===== config.mk =====
export PLATFORM = sky130hd
export DESIGN_NAME = heartbeat_fader
export DESIGN_NICKNAME = d
export VERILOG_FILES = /design/src/rtl/heartbeat_fader.sv
export SDC_FILE = /design/constraint.sdc
export NUM_CORES = 1
export LEC_CHECK = 0
export CELL_PAD_IN_SITES_DETAIL_PLACEMENT = 1
export CELL_PAD_IN_SITES_GLOBAL_PLACEMENT = 2
export CORE_UTILIZATION = 30
export CTS_BUF_LIST = sky130_fd_sc_hd__clkbuf_8
export DETAILED_ROUTE_END_ITERATION = 7
export PLACE_DENSITY_LB_ADDON = 0.1
export SLEW_MARGIN = 20
export SYNTH_ARGS = -nofsm -noshare
export SYNTH_HDL_FRONTEND = slang
export SYNTH_SLANG_ARGS = --single-unit

===== constraint.sdc =====
create_clock -name clk -period 4.8 [get_ports clk]
set_input_delay 0.96 -clock clk [delete_from_list [all_inputs] [get_ports clk]]
set_output_delay 0.96 -clock clk [all_outputs]
set_load 0.005 [all_outputs]

===== src/rtl/heartbeat_fader.sv =====
// Breathing-LED fader: ramps a PWM brightness level up while the heartbeat is high and down when it drops.
// Latency: hb_q is one clock behind heartbeat_in, state one more; led_out lags level/pwm_c by one clock.
module heartbeat_fader #(
    parameter logic [26:0] CLK_FREQ = 27'd12000000,
    parameter logic [7:0]  STEP_MS  = 8'd2,
    parameter int          PWM_BITS = 8
) (
    input  logic                clk,
    input  logic                rst,
    input  logic                heartbeat_in,
    output logic                led_out,
    output logic [PWM_BITS-1:0] level,
    output logic [1:0]          state
);

    localparam logic [17:0]         DIVIDER   = 18'((CLK_FREQ / 27'd1000) - 27'd1);
    localparam logic [7:0]          STEP_LAST = STEP_MS - 8'd1;
    localparam logic [PWM_BITS-1:0] MAX       = '1;
    localparam logic [PWM_BITS-1:0] ONE       = {{(PWM_BITS-1){1'b0}}, 1'b1};

    typedef enum logic [1:0] {
        IDLE = 2'd0,
        RISE = 2'd1,
        HOLD = 2'd2,
        FALL = 2'd3
    } state_t;

    state_t              st_q;
    state_t              st_d;
    logic [PWM_BITS-1:0] lvl_d;
    logic                hb_q;
    logic [17:0]         ms_c;
    logic [7:0]          step_c;
    logic [PWM_BITS-1:0] pwm_c;
    logic                ms_p;
    logic                step_p;

    assign ms_p   = (ms_c == DIVIDER);
    assign step_p = ms_p & (step_c == STEP_LAST);
    assign state  = st_q;

    // Prescalers free-run; sequencer state changes never restart them.
    always_ff @(posedge clk or posedge rst) begin
        if (rst) begin
            hb_q   <= 1'b0;
            ms_c   <= '0;
            step_c <= '0;
            pwm_c  <= '0;
        end else begin
            hb_q  <= heartbeat_in;
            pwm_c <= pwm_c + ONE;
            if (ms_p) begin
                ms_c   <= '0;
                step_c <= (step_c == STEP_LAST) ? 8'd0 : step_c + 8'd1;
            end else begin
                ms_c <= ms_c + 18'd1;
            end
        end
    end

    always_ff @(posedge clk or posedge rst) begin
        if (rst) begin
            st_q    <= IDLE;
            level   <= '0;
            led_out <= 1'b0;
        end else begin
            st_q    <= st_d;
            level   <= lvl_d;
            led_out <= (level == MAX) | (pwm_c < level);
        end
    end

    // A reversal takes priority over a coincident step, so level holds that cycle.
    always_comb begin
        st_d  = st_q;
        lvl_d = level;
        case (st_q)
            IDLE: begin
                lvl_d = '0;
                if (hb_q) st_d = RISE;
            end
            RISE: begin
                if (!hb_q) begin
                    st_d = FALL;
                end else if (level == MAX) begin
                    st_d = HOLD;
                end else if (step_p) begin
                    lvl_d = level + ONE;
                    if (level == MAX - ONE) st_d = HOLD;
                end
            end
            HOLD: begin
                lvl_d = MAX;
                if (!hb_q) st_d = FALL;
            end
            FALL: begin
                if (hb_q) begin
                    st_d = RISE;
                end else if (level == '0) begin
                    st_d = IDLE;
                end else if (step_p) begin
                    lvl_d = level - ONE;
                    if (level == ONE) st_d = IDLE;
                end
            end
            default: begin
                st_d  = IDLE;
                lvl_d = '0;
            end
        endcase
    end

endmodule

==> impl_metrics.toml, run 1 <==
[run_status]
outcome = "finished, violations left"
violations = "DRC"

[global_route]
antenna_found_initial = 0
grt_max_degree = 47
grt_pass1_wl_mm = 10.6
grtUsageTotal = 0.139
grt-ovfl-total = 0
grt_pass1_vias = 2104

[layout]
layout_common_cells = "dfrtp_1 (46), nor2_1 (22), xnor2_1 (22)"
drive_gt1_frac = 0.0912
nets = 308
syn_to_final_growth_pct = 10.7
final_cells = 393
diodes = 0
postLayoutCellArea_sq_um = 3060
regArea_sq_um = 1150
multi_input_area_sq_um = 1490
mostFrequentLayoutCell = "dfrtp_1"
fillers = 989

[detailed_routing]
routed-via-count = 1990
drc = 1
vias_per_cell = 5.06
routed_wirelength_mm = 6.13
drtPass1Iterations = 6
detail-route-antenna-nets = 0
drt_iter0_drc = 50
wire_per_inst_um = 15.6

[worst_setup_path]
arrival_ns = 2.73
worstSetupEndpointType = "flip-flop"
crit_start = "state[0]"
required_ns = 4.99
reg2reg_setup_slack_ns = 2.26
rr_worst_depth = 7
worstSetupPathType = "reg2reg"
r2r_end = "level[5]"
crit_fanout = 17
reg2reg_from = "state[0]"
start_kind = "flip-flop"

[die]
die-area_sq_um = 9600
die_h_um = 98.0
num_rows = 34
initial_utilization = 0.314
die_w_um = 98.0
core_area_sq_um = 8810
pin_count = 14

[timing]
min_period_over_period = 0.529
max_freq_mhz = 394
report.final.slew_viol_count = 0
rsz0062_at_grt = "false"
final.setup_skew_ns = 0.00703
setup_viol = 0
hold_viol_final = 0
worst_slew_pin_slew_ns = 0.852
slew-limit-headroom = 0.432
setup_tns_ns = 0
period_minus_slack_ns = 2.54

[pwr]
power.clock.fraction = 0.173
ir_drop_mv = 0.111
netSwitchingFraction = 0.412
p_sw_mw = 0.576
power_density_nw_per_um2 = 457
p_int_mw = 0.823
combPwrFrac = 0.458
cellLeakagePower_nw = 1.31
p_seq_frac = 0.369

[synthesis]
avgSynthCellArea_sq_um = 10.1
seq_area_frac_synth = 0.416
yosysUniqueCellTypes = 56
synth_edf_count = 0
synth_fp_nets = 299
ys_warn_count = 0
ys_ff_latch = 46
syn_inst = 275
syn_area_sq_um = 2770
ys.flop_type = "dfrtp_1"
async_reset_ff_frac = 1.00

[place]
io_buffers = 13
place.gp.congestion = 0.728
place_area_sq_um = 2970
dp.cells = 385
post-dp-hpwl_mm = 4.40

[cts]
cts_setup_buffers = 0
clockBufferDepth = 2
cts_hold_buf = 0
path_clk_slew_ns = 0.09
clockRootBuffer = "clkbuf_8"
cts_tree = "built"
clock_latency_ns = 0.30
cts_max_level = 2
clock-sinks = 46
cts_resized = 0
cts_buffers = 5

[flow_run]
drv_cap = 0

[min_path]
holdPathEnd = "pwm_c[7]"
hold_class = "reg2reg"
hold_depth = 1
min-delay-start = "pwm_c[7]"
-- stage by stage --
step	hold WS, ns	power, mW	worst slack [ns]	utilization
after global placement	0.467	1.18	2.21	0.338
after detailed placement	0.475	1.18	2.20	0.338
after CTS	0.497	1.43	2.17	0.347
after floorplan	0.446	0.978	2.57	-
after global routing	0.506	1.52	1.93	0.348
final	0.488	1.40	2.26	0.348
-- worst max-delay path: stages (launching register included) --
cell,delay (ns)
dfrtp_1,0.43
ha_1,0.39
clkinv_1,0.34
nand2_1,0.14
o2bb2ai_1,0.07
a22oi_2,0.64
nor4_2,0.11
a211o_1,0.30
-- power groups by stage --
| stage | combinational, mW | clock (mW) | sequential, mW |
|---|---|---|---|
| floorplan | 0.491 | 0 | 0.487 |
| global placement | 0.659 | 0 | 0.526 |
| detailed placement | 0.651 | 0 | 0.526 |
| CTS | 0.654 | 0.260 | 0.518 |
| global route | 0.725 | 0.271 | 0.529 |
| finish | 0.642 | 0.242 | 0.516 |
-- synth_stat cells (all sizes together) (2+ instances only) --
master	n	area (sq um)
xor2	7	61.3
xnor2	22	193
buf	7	42.5
nand3	13	65.1
nand4	7	43.8
and3	9	61.3
nor3	4	20.0
a221oi	3	26.3
inv	17	63.8
and2	3	18.8
nor4	4	46.3
o21ai	11	55.1
or4b	2	27.5
a21boi	2	15.0
a211o	2	17.5
ha	21	263
clkbuf	4	15.0
nand2	19	71.3
a21oi	8	40.0
or4	2	15.0
nand2b	2	12.5
mux2	2	26.3
nor2	22	82.6
dfrtp	46	1150
o31ai	7	67.6
or2	2	12.5
and4	4	36.3
a211oi	3	22.5
o2111ai	2	17.5
-- kinds of logic (layout without fill, tap and decap cells) --
kind of cell,count (synthesis),count (layout),synth area share
AOI/OAI and AO/OA,49,49,0.138
xor gates and xnor gates,29,29,0.0919
adders and majority gates,21,21,0.0950
buffers and inverters,29,39,0.0452
DFF,46,46,0.416
muxes,3,3,0.0131
and+or+nand+nor,98,98,0.200
-- area by class of cell --
cell class / count / share of cell area
clock inverters: 3 / 0.00572
repair buffers: 13 / 0.0425
clock buffers: 5 / 0.0225
multi-input cells: 200 / 0.487
inverters: 18 / 0.0225
well taps: 108 / 0.0442
flip-flops and latches: 46 / 0.376
-- layer usage --
metal  routed length [um]  vias to the layer above  track usage
li1                     -                      997            -
met5                    0                        -            0
met1                 2970                      973        0.176
met4                   65                        0       0.0385
met2                 2970                       14        0.242
met3                  130                        6       0.0265
-- flip-flops by register name, summed over array words and instances (netlist names) --
signal,flops
level,8
step_c,8
state,2
hb_q,1
led_out,1
pwm_c,8
ms_c,18
-- worst max path at each step --
stage	to	slack [ns]
after floorplan	state[1]	2.57
after global placement	level[5]	2.21
after detailed placement	level[5]	2.20
after CTS	level[5]	2.17
after global routing	level[5]	1.93
final	level[5]	2.26
(Power assumes the default switching activity.)
==> run 2: changes to the inputs <==
clock period = 2.5 ns   (was 4.8 ns; I/O delays follow)
==> run 2 against run 1 <==
The flow still finishes with violations (DRC). Largest cell class unchanged. Critical path depth unchanged. Cell count up 5.1%. Combinational power up 130%. Total power up 110%. Maximum frequency up 9.1%. Clock skew up 0.00054 ns. Non-clock buffer count up 20.
==> impl_metrics.toml, run 2 (synthesis results as in run 1) <==
[layout]
mostFrequentLayoutCell = "dfrtp_1"
largest_reg_flops = 18
syn_to_final_growth_pct = 17.2
final_cells = 413
largest_register = "ms_c"
regArea_sq_um = 1150
nets = 328
multi_input_area_sq_um = 1490
drive_gt1_frac = 0.154
diodes = 0
fillers = 1011
layout_common_cells = "dfrtp_1 (46), nor2_1 (22), xnor2_1 (22)"

[place]
post-dp-hpwl_mm = 4.86
place.gp.congestion = 0.760
io_buffers = 13
dp.cells = 405

[worst_setup_path]
slowest_stage = "or4b_4"
cp_top_family = "simple AND/OR/NAND/NOR gates"
path_buf_inv = 0
worstSetupPathType = "reg2reg"
path_cells = "ha_1, and3_1, and3_1, and3_4, or4b_4, o211ai_4, mux2_4"
crit_start = "ms_c[0]"
crit_fanout = 4
cpPeakStageDelay_ns = 0.53
worstSetupEndpointType = "flip-flop"
cpMostUsedCell = "and3_1"
arrival_ns = 2.52
start_kind = "flip-flop"
reg2reg_from = "ms_c[0]"
required_ns = 2.69

[detailed_routing]
drt_iter0_drc = 48
wire_per_inst_um = 15.5
routed-via-count = 2106
vias_per_cell = 5.10
drtPass1Iterations = 6
drc = 1
routed_wirelength_mm = 6.38
detail-route-antenna-nets = 0

[cts]
cts_resized = 0
clock_latency_ns = 0.31
path_clk_slew_ns = 0.09
cts_tree = "built"
clockBufferDepth = 2
clock-sinks = 46
cts_max_level = 2
clockRootBuffer = "clkbuf_8"
cts_setup_buffers = 0
cts_buffers = 5
cts_hold_buf = 0

[die]
initial_utilization = 0.314
num_rows = 34
core_area_sq_um = 8810
pin_count = 14
die-area_sq_um = 9600
die_w_um = 98.0
die_h_um = 98.0

[pwr]
cellLeakagePower_nw = 1.42
ir_drop_mv = 0.263
power_density_nw_per_um2 = 902
power.total_mw = 2.92

[min_path]
min-delay-start = "ms_c[0]"
hold_class = "reg2reg"

[timing]
slew-limit-headroom = 0.627
rsz0062_at_grt = "false"
max_freq_mhz = 430
final.setup_skew_ns = 0.00756
setup_tns_ns = 0
period_minus_slack_ns = 2.33
worst_slew_pin_slew_ns = 0.560
report.final.slew_viol_count = 0
hold_viol_final = 0
setup_viol = 0
min_period_over_period = 0.931

[global_route]
grt_pass1_vias = 2184
grt_pass1_wl_mm = 10.9
grt_max_degree = 27
grtUsageTotal = 0.144
antenna_found_initial = 0
grt-ovfl-total = 0

[run_status]
outcome = "finished, violations left"
violations = "DRC"

[flow_run]
drv_cap = 0
## run 2: worst paths after layout
path | endpoint | slack, ns | cells after the start
min reg2reg | ms_c[0] | 0.48 | 1
min in group asynchronous | ms_c[13] | 0.52 | 2
max reg2reg | state[1] | 0.17 | 7
max | state[1] | 0.17 | 7
max in group asynchronous | level[0] | 1.47 | 3
min | ms_c[0] | 0.48 | 1
## run 2: power by group
part           switching [mW]  internal, mW
logic                   0.765         0.686
clock network           0.269         0.254
registers               0.117         0.832
total                    1.15          1.77
## run 2: layer usage
layer / vias up / wire (um) / global-route usage
met3: 6 / 157 / 0.0344
met2: 19 / 3230 / 0.255
met4: 0 / 64 / 0.0350
met1: 1045 / 2940 / 0.174
li1: 1036 / - / -
met5: - / 0 / 0
## run 2: per-stage QoR
stage | hold slack [ns] | cell area (sq um) | util | setup slack (ns)
6_report | 0.485 | 3240 | 0.368 | 0.173
3_3_place_gp | 0.472 | 3140 | 0.356 | 0.213
4_1_cts | 0.489 | 3240 | 0.368 | 0.164
5_1_grt | 0.512 | 3240 | 0.368 | 0.0797
3_5_place_dp | 0.468 | 3140 | 0.356 | 0.183
2_1_floorplan | 0.446 | 2770 | - | 0.269
## run 2: cell type report
class | instances | area share
multi-input cells | 200 | 0.459
flip-flops and latches | 46 | 0.355
repair buffers | 33 | 0.0903
well taps | 108 | 0.0417
clock buffers | 7 | 0.0297
inverters | 18 | 0.0208
clock inverters | 1 | 0.00270
